`config.mk`:
```
export PLATFORM = sky130hd
export DESIGN_NAME = lpc_reg_bank_flat
export DESIGN_NICKNAME = d
export VERILOG_FILES = /design/src/rtl/lpc_reg_pkg.sv /design/src/rtl/lpc_reg_bank_if.sv /design/src/rtl/lpc_reg_cell.sv /design/src/rtl/lpc_reg_bank.sv /design/src/flat_wrapper.sv
export SDC_FILE = /design/constraint.sdc
export NUM_CORES = 1
export LEC_CHECK = 0
export BUFFER_PORTS_ARGS = -buffer_cell sky130_fd_sc_hd__clkbuf_2
export CELL_PAD_IN_SITES_DETAIL_PLACEMENT = 0
export CELL_PAD_IN_SITES_GLOBAL_PLACEMENT = 1
export CORE_AREA = 8 8 302 304
export DETAILED_ROUTE_END_ITERATION = 10
export DIE_AREA = 0 0 310 312
export PLACE_DENSITY = 0.5
export REMOVE_ABC_BUFFERS = 1
export SYNTH_ARGS = -nofsm -noshare
export SYNTH_HDL_FRONTEND = slang
export SYNTH_HIERARCHICAL = 1
export SYNTH_SLANG_ARGS = --single-unit
```
`constraint.sdc`:
```
create_clock -name LpcClock -period 2.19 [get_ports LpcClock]
set_clock_uncertainty 0.1 [all_clocks]
set_input_delay 0.438 -clock LpcClock [delete_from_list [all_inputs] [get_ports LpcClock]]
set_output_delay 0.438 -clock LpcClock [all_outputs]
set_load 0.05 [all_outputs]
```
`src/rtl/lpc_reg_pkg.sv`:
```
// rtl/lpc_reg_pkg.sv - shared types, access keys and flattened-mask builders for the LPC register bank
package lpc_reg_pkg;

    typedef logic [7:0] byte_t;

    localparam int MAX_REGS = 128;
    typedef logic [8*MAX_REGS-1:0] flat_t;

    localparam byte_t LOCK_KEY    = 8'hA5;
    localparam byte_t UNLOCK_KEY  = 8'h5A;
    localparam byte_t RD_MISS_VAL = 8'hFF;

    // Every byte of a flattened constant set to the same value.
    function automatic flat_t fill_bytes(input byte_t val);
        flat_t r;
        for (int i = 0; i < MAX_REGS; i++) r[8*i +: 8] = val;
        return r;
    endfunction

    // Override one byte; chain calls to describe per-register masks.
    function automatic flat_t put_byte(input flat_t flat, input int idx, input byte_t val);
        flat_t r;
        r = flat;
        r[8*idx +: 8] = val;
        return r;
    endfunction

endpackage

```
`src/rtl/lpc_reg_bank_if.sv`:
```
// rtl/lpc_reg_bank_if.sv - decoder-side access bus (address, strobes, read data, error) of the register bank
interface lpc_reg_bank_if #(
    parameter int ADDR_W = 8
);
    import lpc_reg_pkg::*;

    logic [ADDR_W-1:0] Addr;
    logic              Wr;
    byte_t             DataWr;
    logic              Rd;
    byte_t             RdData;
    logic              RdValid;
    logic              AddrErr;

    modport master (output Addr, Wr, DataWr, Rd, input RdData, RdValid, AddrErr);
    modport slave  (input Addr, Wr, DataWr, Rd, output RdData, RdValid, AddrErr);

endinterface

```
`src/rtl/lpc_reg_cell.sv`:
```
// rtl/lpc_reg_cell.sv - one 8-bit register merging software R/W, sticky W1C and hardware read-only bits
module lpc_reg_cell
    import lpc_reg_pkg::*;
#(
    parameter byte_t RST_VAL  = 8'h00,
    parameter byte_t WR_MASK  = 8'hFF,
    parameter byte_t W1C_MASK = 8'h00,
    parameter byte_t RO_MASK  = 8'h00
) (
    input  logic  clk,
    input  logic  rst_n,
    input  logic  wr_en,
    input  logic  clr_en,
    input  byte_t wr_data,
    input  byte_t hw_set,
    input  byte_t hw_val,
    output byte_t q
);

    localparam byte_t CONST_MASK = ~(WR_MASK | W1C_MASK | RO_MASK);

    byte_t d;

    // hw_set is applied after the clear so a same-cycle set always wins.
    always_comb begin
        d = q & (WR_MASK | W1C_MASK);
        if (wr_en)  d = (d & ~WR_MASK) | (wr_data & WR_MASK);
        if (clr_en) d = d & ~(wr_data & W1C_MASK);
        d = d | (hw_set & W1C_MASK) | (hw_val & RO_MASK) | (RST_VAL & CONST_MASK);
    end

    always_ff @(posedge clk or negedge rst_n) begin
        if (!rst_n) q <= RST_VAL & ~RO_MASK;
        else        q <= d;
    end

endmodule

```
`src/rtl/lpc_reg_bank.sv`:
```
// rtl/lpc_reg_bank.sv - parametrised LPC byte register bank; LPC_REG_WRLOCK_EN adds a write-lock register
module lpc_reg_bank
    import lpc_reg_pkg::*;
#(
    parameter int                    NUM_REGS  = 32,
    parameter int                    ADDR_W    = 8,
    parameter logic [ADDR_W-1:0]     BASE_ADDR = '0,
    parameter logic [8*NUM_REGS-1:0] RST_VAL   = {NUM_REGS{8'h00}},
    parameter logic [8*NUM_REGS-1:0] WR_MASK   = {NUM_REGS{8'hFF}},
    parameter logic [8*NUM_REGS-1:0] W1C_MASK  = {NUM_REGS{8'h00}},
    parameter logic [8*NUM_REGS-1:0] RO_MASK   = {NUM_REGS{8'h00}}
) (
    input  logic                  LpcClock,
    input  logic                  PciReset,
    lpc_reg_bank_if.slave         bus,
    input  logic [8*NUM_REGS-1:0] HwSet,
    input  logic [8*NUM_REGS-1:0] HwVal,
    output logic [8*NUM_REGS-1:0] DataRegFlat,
    output logic                  IrqOut
);

    localparam int              IDX_W = (NUM_REGS > 1) ? $clog2(NUM_REGS) : 1;
    localparam logic [ADDR_W:0] SPAN  = (ADDR_W+1)'(NUM_REGS);

    logic [ADDR_W:0]  offset;
    logic [IDX_W-1:0] idx;
    logic             hit;
    logic             wr_hit;
    logic             lock_blk;
    byte_t            regs [NUM_REGS];

    // One extra bit catches addresses below the base as a borrow.
    assign offset = {1'b0, bus.Addr} - {1'b0, BASE_ADDR};
    assign hit    = !offset[ADDR_W] && (offset < SPAN);
    assign idx    = offset[IDX_W-1:0];
    assign wr_hit = bus.Wr && hit;

`ifdef LPC_REG_WRLOCK_EN
    localparam int LOCK_IDX = NUM_REGS - 1;

    logic locked;

    always_ff @(posedge LpcClock or negedge PciReset) begin
        if (!PciReset) begin
            locked <= 1'b0;
        end else if (wr_hit && (idx == IDX_W'(LOCK_IDX))) begin
            if (bus.DataWr == LOCK_KEY)        locked <= 1'b1;
            else if (bus.DataWr == UNLOCK_KEY) locked <= 1'b0;
        end
    end

    assign lock_blk = locked && (idx != IDX_W'(LOCK_IDX));
`else
    assign lock_blk = 1'b0;
`endif

    for (genvar i = 0; i < NUM_REGS; i++) begin : g_reg
`ifdef LPC_REG_WRLOCK_EN
        if (i == LOCK_IDX) begin : g_lock
            assign regs[i] = {7'b0, locked};
        end else begin : g_cell
`else
        if (1) begin : g_cell
`endif
            logic sel;
            assign sel = wr_hit && (idx == IDX_W'(i));
            // A lock freezes only the R/W bits; W1C clears still go through.
            lpc_reg_cell #(
                .RST_VAL  (RST_VAL[8*i +: 8]),
                .WR_MASK  (WR_MASK[8*i +: 8]),
                .W1C_MASK (W1C_MASK[8*i +: 8]),
                .RO_MASK  (RO_MASK[8*i +: 8])
            ) u_cell (
                .clk     (LpcClock),
                .rst_n   (PciReset),
                .wr_en   (sel && !lock_blk),
                .clr_en  (sel),
                .wr_data (bus.DataWr),
                .hw_set  (HwSet[8*i +: 8]),
                .hw_val  (HwVal[8*i +: 8]),
                .q       (regs[i])
            );
        end
        assign DataRegFlat[8*i +: 8] = regs[i];
    end

    always_ff @(posedge LpcClock or negedge PciReset) begin
        if (!PciReset) begin
            bus.RdData  <= 8'h00;
            bus.RdValid <= 1'b0;
            bus.AddrErr <= 1'b0;
            IrqOut      <= 1'b0;
        end else begin
            bus.RdValid <= bus.Rd;
            if (bus.Rd) bus.RdData <= hit ? regs[idx] : RD_MISS_VAL;
            bus.AddrErr <= ((bus.Rd || bus.Wr) && !hit) || (wr_hit && lock_blk);
            IrqOut      <= |(DataRegFlat & W1C_MASK);
        end
    end

endmodule

```
`src/flat_wrapper.sv`:
```
// flat-port wrapper written by rule: the top's interface ports become plain ports
module lpc_reg_bank_flat import lpc_reg_pkg::*;
#(
    parameter int                    NUM_REGS  = 32,
    parameter int                    ADDR_W    = 8,
    parameter logic [ADDR_W-1:0]     BASE_ADDR = '0,
    parameter logic [8*NUM_REGS-1:0] RST_VAL   = {NUM_REGS{8'h00}},
    parameter logic [8*NUM_REGS-1:0] WR_MASK   = {NUM_REGS{8'hFF}},
    parameter logic [8*NUM_REGS-1:0] W1C_MASK  = {NUM_REGS{8'h00}},
    parameter logic [8*NUM_REGS-1:0] RO_MASK   = {NUM_REGS{8'h00}}
)
  (LpcClock, PciReset, HwSet, HwVal, DataRegFlat, IrqOut, bus_Addr, bus_Wr, bus_DataWr, bus_Rd, bus_RdData, bus_RdValid, bus_AddrErr);
  lpc_reg_bank_if #(.ADDR_W(ADDR_W)) bus_i ();
  input  logic LpcClock;
  input  logic PciReset;
  input  logic [8*NUM_REGS-1:0] HwSet;
  input  logic [8*NUM_REGS-1:0] HwVal;
  output logic [8*NUM_REGS-1:0] DataRegFlat;
  output logic IrqOut;
  input wire logic [$bits(bus_i.Addr)-1:0] bus_Addr;
  input wire logic [$bits(bus_i.Wr)-1:0] bus_Wr;
  input wire logic [$bits(bus_i.DataWr)-1:0] bus_DataWr;
  input wire logic [$bits(bus_i.Rd)-1:0] bus_Rd;
  output wire logic [$bits(bus_i.RdData)-1:0] bus_RdData;
  output wire logic [$bits(bus_i.RdValid)-1:0] bus_RdValid;
  output wire logic [$bits(bus_i.AddrErr)-1:0] bus_AddrErr;
  assign bus_i.Addr = bus_Addr;
  assign bus_i.Wr = bus_Wr;
  assign bus_i.DataWr = bus_DataWr;
  assign bus_i.Rd = bus_Rd;
  assign bus_RdData = bus_i.RdData;
  assign bus_RdValid = bus_i.RdValid;
  assign bus_AddrErr = bus_i.AddrErr;
  lpc_reg_bank #(.NUM_REGS(NUM_REGS), .ADDR_W(ADDR_W), .BASE_ADDR(BASE_ADDR), .RST_VAL(RST_VAL), .WR_MASK(WR_MASK), .W1C_MASK(W1C_MASK), .RO_MASK(RO_MASK)) u_core (.LpcClock(LpcClock), .PciReset(PciReset), .bus(bus_i), .HwSet(HwSet), .HwVal(HwVal), .DataRegFlat(DataRegFlat), .IrqOut(IrqOut));
endmodule
```
==> impl_results.md, run 1 <==
- Fillcell total: between 9000 and 10000
- Period minus WS final: about 2100 ps
- GRT met1 Usage: 0.153
- Number of flops mapped to enable cells by yosys: 0
- Register Area: ~6700 µm²
- Synth async-reset ratio: 1.00
- Initial Utilization: 0.155
- CTS Buf Count: 36
- Sequential area share after synthesis: 0.497
- Via count: between 8000 and 9000
- CTS root buffer: clkbuf_16
- Final Cycle Share: 0.965
- Met2 usage: 0.179
- Reg clk slew, reported paths: 60 ps
- Clock Sinks: 266
- Setup bufs post-CTS: 0
- CTS H-tree lvls: 2
- Total track usage: 0.117
- Final ANT Viol Nets: 0
- Slew Limit Headroom: 0.625
- Fin. Hold Viols: 0
- RSZ-0062 raised after global routing: false
- Global-route wire length before repair: roughly 81000 µm
- Largest net degree at the start of global routing: 67
- Finish-stage setup viols: 0
- Fmax achieved: 473 MHz
- Synth Instances: 834
- Max-slew violation count: 0
- Starting DRC count in detailed routing: 467
- Worst-Margin Slew: 563 ps
- Worst Path Max Fanout: 3
- Row Count: 108
- Critical Path RT: roughly 2500 ps
- Fin nets: 1772
- Final Routed Wirelength: 57600 µm
- Die width: roughly 310 µm
- CTS tree: yes
- Synth warnings: 6
- Placed cell count: 2356
- WHS: 67.9 ps
- Die Height: approximately 310 µm
- Worst Setup End Kind: flop
- Met3 GRT Util: 0.0467
- Yosys cell types: 34
- Core footprint: between 80000 and 90000 µm²
- CP Class: flop to flop
- Hold Path Class: primary input to flop
- Leak: 0.00879 µW
- Clock Tree Buf Depth: 3
- Drt pass-1 iters: 4
- Dpl cell area: 17300 µm²
- Post-route cell area: 18500 µm²
- Avg Cell Area, Syn: between 15 and 20 µm²
- Layout cells sized above 1: 0.638
- Max cap viols: 0
- Max rail drop VDD: 0.000362 V
- Area of the multi-input gates: 6210 µm²
- Mapped Area: ~13000 µm²
- DRC Markers: 0
- # port buffers: 285
- GRT Max-Usage Layer: met2
- #FFs+latches synth: 266
- Synth cell count leaders: 266 x dfrtp_1, 256 x mux2_4, 45 x nor2_1
- Prevailing post-synth register cell: dfrtp_1
- Layout Cells excl Fill: approximately 2400
- Vias per cell: roughly 3.7
- DIE AREA: 96700 µm²
- Largest cells by area after synthesis: dfrtp_1 50%, mux2_4 29%, mux4_2 6.4%
- P&R area growth vs syn: 38.2%
- Status: finished, final reports clean
- Synth top area share: 0.497
- Most frequent cell after synthesis: dfrtp_1
- P per Cell Area: 744 nW/µm²
- Worst skew pair latency: 550 ps
- CP startpoint kind: flop
- Avg WL per Cell: 23.8 µm
- Ports: roughly 800
- Worst path arrival time: roughly 2400 ps
- GP Congestion: 0.763
- Initial antenna violation count: 5
- Vias in the first global route: 9957
- Total grt overflow: 0
- Yosys top cell by area: dfrtp_1
- HPWL after DPL: 44100 µm
[per-layer routing]
metal	routed length [µm]	part of all wire	up-vias
met4	1250	0.022	2
met3	5510	0.096	51
li1	-	-	3905
met5	13	0.00023	-
met1	24900	0.43	4624
met2	25900	0.45	275
[repair_timing]
| action | in CTS | in global routing |
|---|---|---|
| hold buffers | 1 | 0 |
| resized for setup | 0 | 2 |
| hold endpoints to repair | 64 | 0 |
| endpoints found under the setup margin | 0 | 1 |
[where the power goes]
| group | leakage [µW] | switching, µW | internal [µW] | total [µW] |
|---|---|---|---|---|
| clock network | 0.000577 | 2350 | 3640 | 5990 |
| registers | 0.00363 | 233 | 5160 | 5390 |
| logic | 0.00459 | 1620 | 776 | 2390 |
[final timing paths]
| kind | end | cells after the start | from | slack, ps |
|---|---|---|---|---|
| setup / recovery | u_core/bus.RdData[7]$_DFFE_PN0P_ | 7 | u_core/g_reg[9].g_cell.u_cell/q[7]$_DFFE_PN0P_ | 80 |
| hold / removal | u_core/bus.AddrErr$_DFF_PN0_ | 3 | bus_Wr | 70 |
| setup reg to reg | u_core/bus.RdData[7]$_DFFE_PN0P_ | 7 | u_core/g_reg[9].g_cell.u_cell/q[7]$_DFFE_PN0P_ | 80 |
| hold reg to reg | u_core/g_reg[11].g_cell.u_cell/q[7]$_DFFE_PN0P_ | 1 | u_core/g_reg[11].g_cell.u_cell/q[7]$_DFFE_PN0P_ | 430 |
| max in group asynchronous | u_core/g_reg[9].g_cell.u_cell/q[7]$_DFFE_PN0P_ | 4 | PciReset | 990 |
| min in group asynchronous | u_core/g_reg[25].g_cell.u_cell/q[5]$_DFFE_PN0P_ | 2 | PciReset | 230 |
[stage by stage]
step                worst slack, ps  total power (µW)  utilization  TNS [ps]
detailed placement             -538              7920        0.201    -59890
global placement               -543              7900        0.201    -62340
finish                         76.2             13800        0.215         0
global route                   8.68             14400        0.215         0
floorplan                      -613              6790            -    -60070
CTS                            39.4             14100        0.215         0
[critical path: stages (launching register included)]
cell,delay [ps]
dfrtp_1,410
mux4_1,570
mux2i_1,260
buf_4,170
nor2_1,40
a311oi_1,220
buf_4,180
a311oi_1,50
[cell type report]
type	count	share of cell area
Antenna cell	3	0.000405
Clock buffer	52	0.0557
Clock inverter	11	0.00817
Multi-Input combinational cell	505	0.335
Sequential cell	266	0.359
Tap cell	1155	0.0780
Timing Repair Buffer	431	0.163
[cells in the final DEF (no fill, tap or decap), types with 5 or more instances in the layout]
| cell | instances |
|---|---|
| clkbuf_2 | 282 |
| dfrtp_1 | 266 |
| mux2_4 | 256 |
| buf_4 | 108 |
| nor2_1 | 45 |
| mux2i_1 | 39 |
| mux4_2 | 38 |
| buf_12 | 38 |
| clkbuf_16 | 37 |
| nand2_1 | 23 |
| mux2_2 | 16 |
| o22ai_1 | 15 |
| a311oi_1 | 12 |
| clkbuf_1 | 10 |
| nand3_1 | 10 |
| nor3_2 | 8 |
| a211oi_1 | 8 |
| a31oi_1 | 8 |
| nand2b_1 | 6 |
| inv_6 | 5 |
| clkbuf_8 | 5 |
[registers in the layout (all words and copies together), names as in the netlist]
| name | cells |
|---|---|
| u_core/bus.RdData | 8 |
| u_core/g.g_cell.u_cell/q | 256 |
| u_core/bus.AddrErr | 1 |
| u_core/bus.RdValid | 1 |
[cells by family after synthesis]
logic type,Yosys count,synth area share
mux,352,0.398
flops,266,0.497
simple gates,104,0.0347
buf+inv,63,0.0431
compound gates,48,0.0274
other cells,1,0.000280
Power figures use the tool's default switching activity.
==> run 2: changes to the inputs <==
- CORE_AREA: 8 8 302 304 -> 8 8 301 303
- DIE_AREA: 0 0 310 312 -> 0 0 309 311
==> run 2 against run 1 <==
Against the previous run: clock-buffer cell count unchanged; cell count is 0.91% higher; sequential share of layout area is 0.35 points lower; via count grew 2.3%; maximum frequency fell by 2.9%; design area up 0.99%; register-to-register slack lost 60 ps; power grew 1.1%; largest cell class unchanged; largest power group unchanged.
==> impl_results.md, run 2 (same netlist as run 1, synthesis figures left out) <==
- Status: finished, final reports clean
- Clock Tree Buf Depth: 3 (unchanged)
- Post-route cell area: 18700 µm² (+0.99%)
- Core footprint: 85900 µm² (-0.31%)
- Starting DRC count in detailed routing: 433 (-7.3%)
- Max rail drop VDD: 0.000361 V (-0.35%)
- P per Cell Area: 745 nW/µm² (+0.15%)
- Worst Setup End Kind: flop
- Initial antenna violation count: 2 (-3)
- Max-slew violation count: 0 (unchanged)
- Finish-stage setup viols: 0 (unchanged)
- Final ANT Viol Nets: 0 (unchanged)
- Fin. Hold Viols: 0 (unchanged)
- Slew Limit Headroom: 0.594 (-0.0307)
- Vias per cell: 3.71 (+1.4%)
- Met3 GRT Util: 0.0405 (-0.00619)
- Die width: 309 µm (-0.32%)
- Hold EP: u_core/bus.AddrErr$_DFF_PN0_
- Layout cells sized above 1: 0.651 (+0.0127)
- P&R area growth vs syn: 39.6%
- Dpl cell area: 17400 µm² (+0.43%)
- Most frequent cells in the layout: 282 x clkbuf_2, 266 x dfrtp_1, 256 x mux2_4
- Worst hold start: bus_Wr
- Total grt overflow: 0 (unchanged)
- Met2 usage: 0.189 (+0.00971)
- Initial Utilization: 0.156 (+0.000489)
- Top reg by flops: u_core/g.g_cell.u_cell/q
- Fmax achieved: 459 MHz (-2.9%)
- Largest net degree at the start of global routing: 61 (-9.0%)
- Critical Path RT: 2480 ps (-30 ps)
- Worst path arrival time: 2470 ps (+30 ps)
- Drt pass-1 iters: 4 (unchanged)
- Commonest non-fill, non-tap cell in the layout: clkbuf_2
- CTS Buf Count: 36 (unchanged)
- CP Class: flop to flop
- Row Count: 108 (unchanged)
- RSZ-0062 raised after global routing: true
- Vias in the first global route: 10041 (+0.84%)
- Worst-Margin Slew: 593 ps (+30.7 ps)
- Fin nets: 1797 (+1.4%)
- R2R Setup Slk: 10 ps (-60 ps)
- DIE AREA: 96100 µm² (-0.64%)
- Reg clk slew, reported paths: 60 ps (about the same)
- CTS root buffer: clkbuf_16
- CTS tree: yes
- Period minus WS final: 2180 ps (+62.6 ps)
- # port buffers: 285 (unchanged)
- Die Height: 311 µm (-0.32%)
- Hold Path Class: primary input to flop
- Via count: 9061 (+2.3%)
- Final Cycle Share: 0.994 (+0.0286)
- DRC Markers: 0 (unchanged)
- Worst Path Max Fanout: 3 (unchanged)
- WHS: 212 ps (+144 ps)
- Leak: 0.00891 µW (+1.3%)
- Worst setup startpoint: u_core/g_reg[11].g_cell.u_cell/q[4]$_DFFE_PN0P_
- GP Congestion: 0.758 (-0.68%)
- GRT Max-Usage Layer: met2
- Clock Sinks: 266 (unchanged)
- Max cap viols: 0 (unchanged)
- R2R Path End: u_core/bus.RdData[4]$_DFFE_PN0P_
- Worst R2R Path Depth: 7 (unchanged)
- Ports: 799 (unchanged)
- HPWL after DPL: 44200 µm (+0.23%)
- CTS H-tree lvls: 2 (unchanged)
- Worst Hold Depth: 4 (+1)
- Final Routed Wirelength: 58200 µm (+1.1%)
- Total track usage: 0.118 (+0.00145)
- Worst skew pair latency: 530 ps (-20 ps)
- CP startpoint kind: flop
- FF-to-FF Start: u_core/g_reg[11].g_cell.u_cell/q[4]$_DFFE_PN0P_
- Biggest regs: u_core/g.g_cell.u_cell/q: 256 flops, u_core/bus.RdData: 8 flops
- Final Util: 0.218 (+0.00280)
- Global-route wire length before repair: 81300 µm (+0.91%)
- Avg WL per Cell: 23.8 µm (+0.16%)
- GRT met1 Usage: 0.154 (+0.00145)
- Number of flip-flops in the largest register: 256 (unchanged)
-- run 2: cell count changes in the layout (fill, tap and decap cells not counted), moves of 2 or more --
| cell | before | now |
|---|---|---|
| nor2_1 | 45 | 42 |
| buf_12 | 38 | 32 |
| nor2_2 | 1 | 3 |
| clkbuf_1 | 10 | 8 |
| clkbuf_8 | 5 | 7 |
| buf_4 | 108 | 137 |
| inv_6 | 5 | 0 |
-- run 2: cell type report --
type	count	area (µm²)
clock inverter	9	154
sequential	266	6660
tap	1155	1450
fill	9281	67200
multi-input combinational	505	6260
timing repair buffer	456	3140
antenna	2	5.00
clock buffer	52	1050
-- run 2: per-stage QoR --
step | worst slack [ps] | cells | total power [µW] | TNS [ps]
CTS | 17.8 | 2439 | 14200 | 0
global route | -23.4 | 2443 | 14500 | -116
global placement | -599 | 2376 | 7910 | -95940
detailed placement | -535 | 2376 | 7940 | -100330
floorplan | -613 | 771 | 6790 | -60070
finish | 13.6 | 2445 | 13900 | 0
-- run 2: worst max-delay path by stage --
stage | to | cells after the start
2_1_floorplan | u_core/g_reg[2].g_cell.u_cell/q[0]$_DFFE_PN0P_ | 5
3_3_place_gp | u_core/bus.RdData[1]$_DFFE_PN0P_ | 9
3_5_place_dp | u_core/bus.RdData[1]$_DFFE_PN0P_ | 9
4_1_cts | u_core/bus.RdData[0]$_DFFE_PN0P_ | 5
5_1_grt | u_core/bus.RdData[4]$_DFFE_PN0P_ | 7
6_report | u_core/bus.RdData[4]$_DFFE_PN0P_ | 7
-- run 2: where the power goes --
group | switching [µW] | total [µW] | internal (µW)
logic | 1630 | 2430 | 794
registers | 230 | 5390 | 5160
clock network | 2320 | 6110 | 3790
total | 4190 | 13900 | 9740
-- run 2: layer usage --
metal | share of wire | vias to the layer above
met1 | 0.45 | 4785
met4 | 0.017 | 2
met5 | 0.00022 | -
li1 | - | 3960
met3 | 0.075 | 57
met2 | 0.46 | 257
-- run 2: critical path, stage by stage (launching register included) --
cell	delay [ps]
dfrtp_1	400
mux4_2	520
mux2i_2	230
buf_4	180
nor2_4	40
a311oi_4	340
buf_4	200
a211oi_2	40
-- run 2: what timing repair did --
action	in CTS	in global routing
setup endpoints to repair	0	25
buffers inserted	0	4
hold endpoints to repair	38	0
hold buffers	2	0
resized for setup	0	12
